--- config.mk ---
export PLATFORM = sky130hd
export DESIGN_NAME = dmem_arbiter
export DESIGN_NICKNAME = d
export VERILOG_FILES = /design/src/rtl/dmem_arbiter.sv
export SDC_FILE = /design/constraint.sdc
export NUM_CORES = 1
export LEC_CHECK = 0
export BUFFER_PORTS_ARGS = -buffer_cell sky130_fd_sc_hd__buf_2
export CELL_PAD_IN_SITES_DETAIL_PLACEMENT = 0
export CELL_PAD_IN_SITES_GLOBAL_PLACEMENT = 1
export CORE_ASPECT_RATIO = 0.8
export CORE_MARGIN = 5
export CORE_UTILIZATION = 15
export DETAILED_ROUTE_END_ITERATION = 8
export PLACE_DENSITY = 0.87
export SETUP_SLACK_MARGIN = 0.02
export SLEW_MARGIN = 20
export SYNTH_ARGS = -nofsm -noshare
export SYNTH_HDL_FRONTEND = slang
export SYNTH_SLANG_ARGS = --single-unit
export TNS_END_PERCENT = 100
--- constraint.sdc ---
create_clock -name clock -period 1.5 [get_ports clock]
set_input_delay 0.3 -clock clock [delete_from_list [all_inputs] [get_ports clock]]
set_output_delay 0.3 -clock clock [all_outputs]
set_load 0.05 [all_outputs]
--- src/rtl/dmem_arbiter.sv ---
// Two-port arbiter in front of a single-ported data memory.
// Port 0 is the processor, port 1 the loader/debug master. Arbitration is
// round-robin, except that port 1 may lock the memory for a bounded burst.
// Read data returns one cycle after the grant, tagged with its owner.
module dmem_arbiter #(
    parameter int ADDR_W   = 12,
    parameter int DATA_W   = 32,
    parameter int MAX_LOCK = 16   // expected to be at least 2
) (
    input  logic              clock,
    input  logic              reset,
    input  logic              p0_req,
    input  logic              p0_wren,
    input  logic [ADDR_W-1:0] p0_addr,
    input  logic [DATA_W-1:0] p0_wdata,
    output logic              p0_gnt,
    output logic              p0_rvalid,
    output logic [DATA_W-1:0] p0_rdata,
    input  logic              p1_req,
    input  logic              p1_wren,
    input  logic              p1_lock,
    input  logic [ADDR_W-1:0] p1_addr,
    input  logic [DATA_W-1:0] p1_wdata,
    output logic              p1_gnt,
    output logic              p1_rvalid,
    output logic [DATA_W-1:0] p1_rdata,
    output logic [ADDR_W-1:0] mem_address,
    output logic [DATA_W-1:0] mem_data,
    output logic              mem_wren,
    input  logic [DATA_W-1:0] mem_q,
    output logic              busy
);

    localparam int CNT_W = $clog2(MAX_LOCK + 1);

    typedef enum logic [1:0] {
        IDLE         = 2'd0,
        LOCKED       = 2'd1,
        LOCK_BLOCKED = 2'd2
    } state_t;

    state_t             state, state_nxt;
    logic [CNT_W-1:0]   lock_cnt, lock_cnt_nxt;
    logic               last_gnt, last_gnt_nxt;   // 1: port 1 granted most recently
    logic               rd_vld;                   // a read was issued last cycle
    logic               rd_tag;                   // owner of that read (1: port 1)

    // State register: FSM state, burst counter and round-robin pointer
    always_ff @(posedge clock or negedge reset) begin
        if (!reset) begin
            state    <= IDLE;
            lock_cnt <= '0;
            last_gnt <= 1'b1;
        end else begin
            state    <= state_nxt;
            lock_cnt <= lock_cnt_nxt;
            last_gnt <= last_gnt_nxt;
        end
    end

    // Next-state logic: lock entry, burst counting, exit and re-arm
    always_comb begin
        state_nxt    = state;
        lock_cnt_nxt = lock_cnt;
        last_gnt_nxt = last_gnt;
        if (p0_gnt) last_gnt_nxt = 1'b0;
        if (p1_gnt) last_gnt_nxt = 1'b1;
        case (state)
            IDLE: begin
                // The grant that takes the lock is the first of the burst.
                if (p1_gnt && p1_lock) begin
                    state_nxt    = LOCKED;
                    lock_cnt_nxt = CNT_W'(1);
                end
            end
            LOCKED: begin
                if (!p1_lock) begin
                    state_nxt    = IDLE;
                    lock_cnt_nxt = '0;
                    last_gnt_nxt = 1'b1;
                end else if (p1_gnt) begin
                    if (lock_cnt == CNT_W'(MAX_LOCK - 1)) begin
                        // Burst exhausted: hand the next tie to port 0 and
                        // refuse a new lock until port 1 drops p1_lock.
                        state_nxt    = LOCK_BLOCKED;
                        lock_cnt_nxt = '0;
                        last_gnt_nxt = 1'b1;
                    end else begin
                        lock_cnt_nxt = lock_cnt + CNT_W'(1);
                    end
                end
            end
            LOCK_BLOCKED: begin
                if (!p1_lock) state_nxt = IDLE;
            end
            default: begin
                state_nxt    = IDLE;
                lock_cnt_nxt = '0;
            end
        endcase
    end

    // Output logic: grants and memory-side mux, all forced idle in reset
    always_comb begin
        p0_gnt = 1'b0;
        p1_gnt = 1'b0;
        if (reset) begin
            if (state == LOCKED) begin
                p1_gnt = p1_req;
                p0_gnt = p0_req && !p1_req;
            end else if (p0_req && p1_req) begin
                p0_gnt = last_gnt;
                p1_gnt = !last_gnt;
            end else begin
                p0_gnt = p0_req;
                p1_gnt = p1_req;
            end
        end
        mem_address = p1_gnt ? p1_addr  : p0_addr;
        mem_data    = p1_gnt ? p1_wdata : p0_wdata;
        mem_wren    = (p0_gnt && p0_wren) || (p1_gnt && p1_wren);
    end

    // Read-response tracking: one outstanding read, owner recorded by tag
    always_ff @(posedge clock or negedge reset) begin
        if (!reset) begin
            rd_vld <= 1'b0;
            rd_tag <= 1'b0;
        end else begin
            rd_vld <= (p0_gnt && !p0_wren) || (p1_gnt && !p1_wren);
            rd_tag <= p1_gnt;
        end
    end

    assign p0_rvalid = rd_vld && !rd_tag;
    assign p1_rvalid = rd_vld && rd_tag;
    assign p0_rdata  = mem_q;
    assign p1_rdata  = mem_q;
    assign busy      = rd_vld;

endmodule
==> flow_metrics.tcl, run 1 <==
set metrics [dict create \
    status "finished with violations" \
    violations "setup timing" \
    ff2ff_setup_slack_ns 0.07 \
    nFillCells 1043 \
    path_cells "a31o_4 > inv_8 > buf_12 > a22o_4 > buf_6" \
    syn-cell-area_um2 1590 \
    path_clk_slew_ns 0.04 \
    setup_slack_ns -0.413 \
    via_per_inst 3.89 \
    cts_tree "yes" \
    synth.net_count 394 \
    layout-drive-gt1-share_pct 71.0 \
    nNetsFinal 491 \
    vias 1954 \
    synth_top_cell_area_share_pct 32.6 \
    initialDrtViolationCount 128 \
    max_slew_margin_pct 70.8 \
    ff_latch_area_um2 253 \
    min_period_ns 1.91 \
    drv_cap 0 \
    yosys_warnings 0 \
    initial_core_util_pct 15.4 \
    post-dp-hpwl_um 4610 \
    cts_sinks 10 \
    drc_errors 0 \
    cpLargestDelayFamily "flip-flops" \
    r2r_end "lock_cnt[3]" \
    crit_path_max_fanout 13 \
    synth.avg_cell_area_um2 5.97 \
    utilization_pct 31.5 \
    dp.cells 492 \
    ys_seq_area_share_pct 15.8 \
    hold_viol_final 0 \
    swShare_pct 43.6 \
    power.leakage_nw 1.65 \
    drv_slew 0 \
    dpl_worst_slack_ns -0.284 \
    gr-total-overflow 0 \
    synthCells 266 \
    setup_viol 47 \
    startpoint "last_gnt" \
    slowest_stage "dfstp_2" \
    n_antenna_cell 0 \
    synth_area_leader_cell "nand2_1" \
    ant_nets 0 \
    fp.dieW_um 125 \
    critPathBufInv 3 \
    design.core.area_um2 10300 \
    ys_top_cells_by_count "nand2_1, buf_4, buf_2, dfrtp_1" \
    yosys.cell_types.count 35 \
    wirelength_um 6350 \
    grt_pass1_vias 2056 \
    combPwrFrac_pct 64.8 \
    async_flop_share_pct 100 \
    critPathKind "flip-flop to output pin" \
    p_int_w 0.00138 \
    multi_input_area_um2 1260 \
    cp-end-kind "output pin" \
    peakVddDrop_mv 0.364 \
    start_kind "flip-flop" \
    pin_count 241 \
    grt_pass1_wl_um 9480 \
    power.share.clock_pct 22.1 \
    grt_max_degree 32 \
    rsz0062_at_grt "true" \
    critical_path_required_ns 1.20 \
    syn_to_final_growth_pct 104 \
    hold_path.class "input port to async pin" \
    tns_ns -16.66 \
    reg2reg_depth 5 \
    synth_area_leaders "nand2_1, buf_4, dfrtp_1" \
    endpoint "mem_wren" \
    cp_slowest_stage_delay_ns 0.55 \
    grtUsageTotal_pct 8.81 \
    total_power_w 0.00244 \
    post-synth-top-count-cell "nand2_1" \
    p_seq_share_pct 13.1 \
    die_height_um 102 \
    clk_root_buffer_cell "clkbuf_16" \
    ys.flop_type "dfrtp_1" \
    final_cells 502 \
    antenna_found_initial 0 \
    drt_first_pass_iters 4 \
    p_switching_w 0.00107 \
    synth-edff-count 0 \
    max_freq_mhz 523 \
    wire_per_inst_um 12.6 \
    finClkSkew_ns 0.000724 \
    numPortBuffers 144 \
    p_per_area_nw_per_um2 754 \
    cp.arrival_ns 1.61 \
    reg2reg_from "state[0]" \
    globalplace.congestion 0.815 \
    ys_seq_elements 10 \
    rows 33 \
    die-area_um2 12800 \
    clock_path_buffers 2 \
    path_depth 5 \
    tightest_slew_ns 0.436 \
    clock_latency_ns 0.24 \
    cts_htree_levels 1 \
    cts_inserted_buffers 3 \
    finalCritPeriodShare_pct 128 \
]
[final cells by class]
class / count / area share [%]
clock buffers: 4 / 2.74
well taps: 140 / 5.41
multi-input cells: 178 / 38.8
inverters: 4 / 0.696
repair buffers: 166 / 44.6
flip-flops and latches: 10 / 7.81
[registers in the layout, indices dropped and copies added, names as in the netlist]
name	count
busy	1
last_gnt	1
lock_cnt	5
rd_tag	1
state	2
[worst register-to-register path, cell delays in order (launching register included)]
cell	delay, ns
dfrtp_2	0.42
buf_6	0.14
and3b_2	0.21
nor2b_1	0.14
and3_1	0.18
a211o_1	0.22
[worst min path at each step]
stage / slack [ns] / depth (start not counted) / to / startpoint
global placement: 0.24 / 2 / rd_tag / reset
floorplan: 0.004 / 0 / busy / reset
detailed placement: 0.25 / 2 / state[1] / reset
global route: 0.13 / 2 / last_gnt / reset
CTS: 0.11 / 2 / last_gnt / reset
finish: 0.12 / 2 / last_gnt / reset
[per-stage QoR]
stage / hold WS, ns / cell area [um^2]
floorplan: 0.00441 / 1990
global placement: 0.241 / 2480
detailed placement: 0.247 / 2480
CTS: 0.105 / 3120
global route: 0.130 / 3240
finish: 0.120 / 3240
[cell usage in the layout (no fill, tap or decap), types with 2 or more instances in the layout]
master,n
nor2_1,4
dfrtp_1,8
buf_6,5
buf_2,97
o21ai_0,3
and2_1,2
nand3_1,2
clkbuf_16,4
buf_4,13
nand2_1,62
inv_1,3
nand2_2,31
nand2b_4,2
nand2_4,45
buf_8,44
buf_12,4
[metal layers]
layer	track usage (%)	vias to the layer above	part of all wire, %
met3	2.30	16	7.9
met5	0	-	0
met1	10.0	880	38
met2	15.9	100	52
met4	3.67	0	1.9
li1	-	958	-
[power groups by stage]
stage	Sequential [W]	Combinational (W)	Clock (W)
2_1_floorplan	0.000328	0.00131	0
3_3_place_gp	0.000319	0.00118	0
3_5_place_dp	0.000318	0.00119	0
4_1_cts	0.000319	0.00154	0.000550
5_1_grt	0.000322	0.00167	0.000569
6_report	0.000320	0.00158	0.000540
[cells by family after synthesis]
group	share of synthesized area, %
compound gates	8.51
fa+ha+maj	0.788
buf+inv	34.8
flops	15.8
simple gates	40.1
[what timing repair did]
item,4_1_cts,5_1_grt
hold buffers,1,0
pin swaps,1,2
buffers inserted,1,3
gates resized for setup,152,31
endpoints found under the setup margin,47,51
hold endpoints to repair,9,0
cloned,1,1
(Power assumes the default switching activity.)
==> run 2: changes to the inputs <==
ABC_CLOCK_PERIOD_IN_PS = 1500   (was unset)
MAX_ROUTING_LAYER = met4   (was unset)
==> run 2 against run 1 <==
  * Core utilization unchanged
  * Largest cell class unchanged
  * Clock power about the same
  * First-iteration DRC count is 18% lower
  * Combinational power about the same
  * Register-to-register slack about the same
  * Fmax about the same
  * Sequential share of layout area unchanged
  * Setup slack got worse by 0.00070 ns
  * The run still ends with setup timing left
  * Via count is essentially flat
  * Worst hold slack about the same
==> flow_metrics.tcl, run 2 (synthesis gave the netlist of run 1 again) <==
set metrics [dict create \
    globalplace.congestion 0.827 \
    rows 33 \
    r2r_end "lock_cnt[3]" \
    via_per_inst 3.89 \
    fp.dieW_um 125 \
    hold_viol_final 0 \
    grt_pass1_wl_um 9480 \
    clock_path_buffers 2 \
    pin_count 241 \
    initial_core_util_pct 15.4 \
    max_freq_mhz 522 \
    p_switching_w 0.00106 \
    peakVddDrop_mv 0.364 \
    cp.arrival_ns 1.61 \
    drv_slew 0 \
    cp_slowest_stage_delay_ns 0.55 \
    reg.largest.list "lock_cnt x5, state x2" \
    vias 1955 \
    min_period_ns 1.91 \
    die_height_um 102 \
    crit_path_max_fanout 13 \
    finClkSkew_ns 0.000481 \
    drc_errors 0 \
    rsz0062_at_grt "true" \
    wirelength_um 6340 \
    violations "setup timing" \
    gr-total-overflow 0 \
    max_slew_margin_pct 70.9 \
    grt_pass1_vias 2056 \
    startpoint "last_gnt" \
    layout_common_cells "buf_2, nand2_1, nand2_4, buf_8, nand2_2" \
    critical_path_required_ns 1.20 \
    cts_tree "yes" \
    p_seq_share_pct 13.1 \
    tightest_slew_ns 0.435 \
    ff2ff_setup_slack_ns 0.07 \
    cpLargestDelayFamily "flip-flops" \
    drt_first_pass_iters 4 \
    drv_cap 0 \
    hold_path.class "input port to async pin" \
    critPathKind "flip-flop to output pin" \
    postPlaceCellArea_um2 2480 \
    syn_to_final_growth_pct 104 \
    cts_inserted_buffers 3 \
    nNetsFinal 491 \
    swShare_pct 43.6 \
    antenna_found_initial 0 \
    path_depth 5 \
    largest_reg_flops 5 \
    die-area_um2 12800 \
    clk_root_buffer_cell "clkbuf_16" \
    total_power_w 0.00244 \
    numPortBuffers 144 \
    setup_viol 47 \
    finalCritPeriodShare_pct 128 \
    endpoint "mem_wren" \
    ant_nets 0 \
    grt_max_degree 32 \
    layout-drive-gt1-share_pct 71.0 \
    path_clk_slew_ns 0.04 \
    n_antenna_cell 0 \
    slowest_stage "dfstp_2" \
    reg2reg_depth 5 \
    wire_per_inst_um 12.6 \
    power.share.clock_pct 22.1 \
    start_kind "flip-flop" \
    nFillCells 1043 \
    path_cells "a31o_4 > inv_8 > buf_12 > a22o_4 > buf_6" \
    critPathBufInv 3 \
    final_common_cell "buf_2" \
    power.leakage_nw 1.65 \
    cts_htree_levels 1 \
    clock_latency_ns 0.24 \
    initialDrtViolationCount 105 \
    regMostFlops "lock_cnt" \
    p_int_w 0.00138 \
    status "finished with violations" \
    design_area_um2 3240 \
    setup_slack_ns -0.414 \
    ff_latch_area_um2 253 \
    design.core.area_um2 10300 \
    grtUsageTotal_pct 9.08 \
    cp-end-kind "output pin" \
    cts_sinks 10 \
    reg2reg_from "state[0]" \
    post-dp-hpwl_um 4610 \
    p_per_area_nw_per_um2 754 \
    multi_input_area_um2 1260 \
    combPwrFrac_pct 64.8 \
]
[run 2: cell counts in the layout (fill, tap and decap cells not counted)]
Identical to the previous run, type by type.
[run 2: power groups by stage]
stage	sequential, W	clock, W	combinational (W)
6_report	0.000320	0.000539	0.00158
5_1_grt	0.000322	0.000569	0.00167
4_1_cts	0.000319	0.000550	0.00154
3_5_place_dp	0.000318	0	0.00119
3_3_place_gp	0.000319	0	0.00118
2_1_floorplan	0.000328	0	0.00131
[run 2: worst reg2reg max path, cell delays in order (launching register included)]
cell and delay [ns]:
dfrtp_2 0.42, buf_6 0.14, and3b_2 0.21, nor2b_1 0.14
and3_1 0.18, a211o_1 0.22
[run 2: metrics by stage]
step / hold WS, ns / util, % / TNS (ns) / std cells / setup WS, ns
2_1_floorplan: 0.00441 / - / -4.19 / 266 / -0.132
3_3_place_gp: 0.241 / 24.1 / -10.97 / 492 / -0.254
3_5_place_dp: 0.247 / 24.1 / -11.76 / 492 / -0.284
4_1_cts: 0.105 / 30.4 / -17.86 / 499 / -0.423
5_1_grt: 0.130 / 31.5 / -19.56 / 502 / -0.458
6_report: 0.120 / 31.5 / -16.64 / 502 / -0.414
[run 2: worst min-delay path by stage]
stage	startpoint	to	slack, ns	cells after the start
2_1_floorplan	reset	busy	0.004	0
3_3_place_gp	reset	rd_tag	0.24	2
4_1_cts	reset	last_gnt	0.11	2
6_report	reset	last_gnt	0.12	2
5_1_grt	reset	last_gnt	0.13	2
3_5_place_dp	reset	state[1]	0.25	2
[run 2: final cells by class]
class	instances	area share, %
clock buffers	4	2.74
inverters	4	0.696
multi-input cells	178	38.8
flip-flops and latches	10	7.81
well taps	140	5.41
repair buffers	166	44.6
[run 2: timing repair]
item | in CTS | in global routing
setup buffers | 1 | 3
gates resized for setup | 152 | 31
hold buffers | 1 | 0
pin swaps | 1 | 2
gates cloned | 1 | 1
endpoints found under the hold margin | 9 | 0
endpoints found under the setup margin | 47 | 51
[run 2: per-layer routing]
layer | share of wire [%] | GRT usage, %
met4 | 1.9 | 3.67
met1 | 38 | 10.1
met5 | 0 | -
met3 | 7.8 | 2.25
met2 | 52 | 15.9
==> run 3: changes to the inputs <==
CTS_BUF_LIST = sky130_fd_sc_hd__clkbuf_4 sky130_fd_sc_hd__clkbuf_8   (was unset)
==> run 3 against run 2 <==
  * The run still ends with setup timing left
  * Sequential power about the same
  * Core utilization is 0.33 points lower
  * Sequential share of layout area grew 0.082 points
  * Fmax is 0.31% lower
  * Critical path depth stayed put
  * Cell area shrank 1.0%
  * Register-to-register slack barely moved
  * Combinational power is essentially flat
  * Worst hold slack worse by 0.0033 ns
  * Clock power is 35% lower
  * Wire length up 0.43%
  * Global-route usage hardly changed
  * Critical path type unchanged
  * Largest cell class unchanged
  * Largest power group unchanged
==> flow_metrics.tcl, run 3 (synthesis gave the netlist of run 1 again) <==
set metrics [dict create \
    status "finished with violations" \
    violations "setup timing" \
    numPortBuffers 144 \
    die_height_um 102 \
    whs_ns 0.117 \
    drc_errors 0 \
    tns_ns -16.89 \
    cp.arrival_ns 1.62 \
    grtUsageTotal_pct 9.08 \
    ant_nets 0 \
    start_kind "flip-flop" \
    fp.dieW_um 125 \
    regMostFlops "lock_cnt" \
    via_per_inst 3.88 \
    critPathBufInv 3 \
    nNetsFinal 491 \
    total_power_w 0.00225 \
    grt_pass1_vias 2050 \
    hold_path.class "input port to async pin" \
    path_clk_slew_ns 0.05 \
    final_common_cell "buf_2" \
    cts_tree "yes" \
    clock_latency_ns 0.24 \
    final_cells 502 \
    max_slew_margin_pct 69.4 \
    cp-end-kind "output pin" \
    p_per_area_nw_per_um2 704 \
    drv_slew 0 \
    gr-total-overflow 0 \
    largest_reg_flops 5 \
    post-dp-hpwl_um 4610 \
    cts_inserted_buffers 3 \
    wire_per_inst_um 12.7 \
    setup_slack_ns -0.420 \
    rsz0062_at_grt "true" \
    layout-drive-gt1-share_pct 71.0 \
    globalplace.congestion 0.827 \
    r2r_end "lock_cnt[3]" \
    hold_viol_final 0 \
    design.core.area_um2 10300 \
    min_period_ns 1.92 \
    critical_path_required_ns 1.20 \
    finalCritPeriodShare_pct 128 \
    crit_path_max_fanout 13 \
    wirelength_um 6370 \
    ff2ff_setup_slack_ns 0.06 \
    critPathKind "flip-flop to output pin" \
    nFillCells 1049 \
    initialDrtViolationCount 100 \
    pin_count 241 \
    grt_pass1_wl_um 9470 \
    peakVddDrop_mv 0.262 \
    startpoint "last_gnt" \
    max_freq_mhz 521 \
    clk_root_buffer_cell "clkbuf_8" \
    syn_to_final_growth_pct 102 \
    initial_core_util_pct 15.4 \
    tightest_slew_ns 0.457 \
    cp_slowest_stage_delay_ns 0.55 \
    power.leakage_nw 1.64 \
    cts_htree_levels 1 \
    cpLargestDelayFamily "flip-flops" \
    vias 1950 \
    reg2reg_from "lock_cnt[0]" \
    path_cells "a31o_4 > inv_8 > buf_12 > a22o_4 > buf_6" \
    slowest_stage "dfstp_2" \
    grt_max_degree 32 \
    setup_viol 47 \
    antenna_found_initial 0 \
    utilization_pct 31.2 \
    layout_common_cells "buf_2, nand2_1, nand2_4, buf_8, nand2_2" \
    drv_cap 0 \
    reg2reg_depth 5 \
    cts_sinks 10 \
    dp.cells 492 \
    finClkSkew_ns 0.000818 \
    drt_first_pass_iters 4 \
    n_antenna_cell 0 \
    rows 33 \
    clock_path_buffers 2 \
    die-area_um2 12800 \
    reg.largest.list "lock_cnt x5, state x2" \
]
## run 3: cell count changes in the layout (fill, tap and decap cells not counted)
cell | before | now
clkbuf_16 | 4 | 1
clkbuf_8 | 1 | 4
## run 3: worst max path at each step
stage | to | depth (start not counted) | slack [ns]
finish | mem_wren | 5 | -0.42
global placement | mem_data[22] | 8 | -0.25
detailed placement | mem_data[22] | 7 | -0.28
global route | mem_address[10] | 7 | -0.46
CTS | mem_data[29] | 7 | -0.43
floorplan | mem_address[10] | 7 | -0.13
## run 3: timing repair
item / 4_1_cts / 5_1_grt
hold buffers: 1 / 0
resized for setup: 152 / 31
gates cloned: 1 / 1
setup endpoints to repair: 47 / 51
endpoints found under the hold margin: 9 / 0
setup buffers: 1 / 3
pin swaps: 1 / 2
## run 3: layer usage
layer	vias to the layer above	track usage (%)	wire length [um]
met2	98	15.7	3290
met1	877	10.2	2480
met4	0	3.67	120
met3	16	2.25	478
met5	-	-	0
li1	959	-	-
## run 3: final cells by class
cell class                 instances  area, um^2  area share, %
timing repair buffer             166        1440           45.0
multi-input combinational        178        1260           39.2
sequential                        10         253           7.89
tap                              140         175           5.47
clock buffer                       4        55.1           1.72
inverter                           4        22.5          0.703
## run 3: power breakdown
| group | switching [W] | internal, W |
|---|---|---|
| logic | 0.000906 | 0.000677 |
| clock network | 0.000120 | 0.000232 |
| registers | 0.0000226 | 0.000297 |
| total | 0.00105 | 0.00121 |
## run 3: worst register-to-register path: stages, from the launching register on
cell and delay (ns):
dfrtp_1 0.40, ha_1 0.20, and4b_1 0.24, nor2b_1 0.08, and3_1 0.18, a211o_1 0.22
## run 3: per-stage QoR
step / instance area [um^2] / setup WS (ns)
floorplan: 1990 / -0.132
global placement: 2480 / -0.254
detailed placement: 2480 / -0.284
CTS: 3090 / -0.431
global route: 3200 / -0.464
finish: 3200 / -0.420
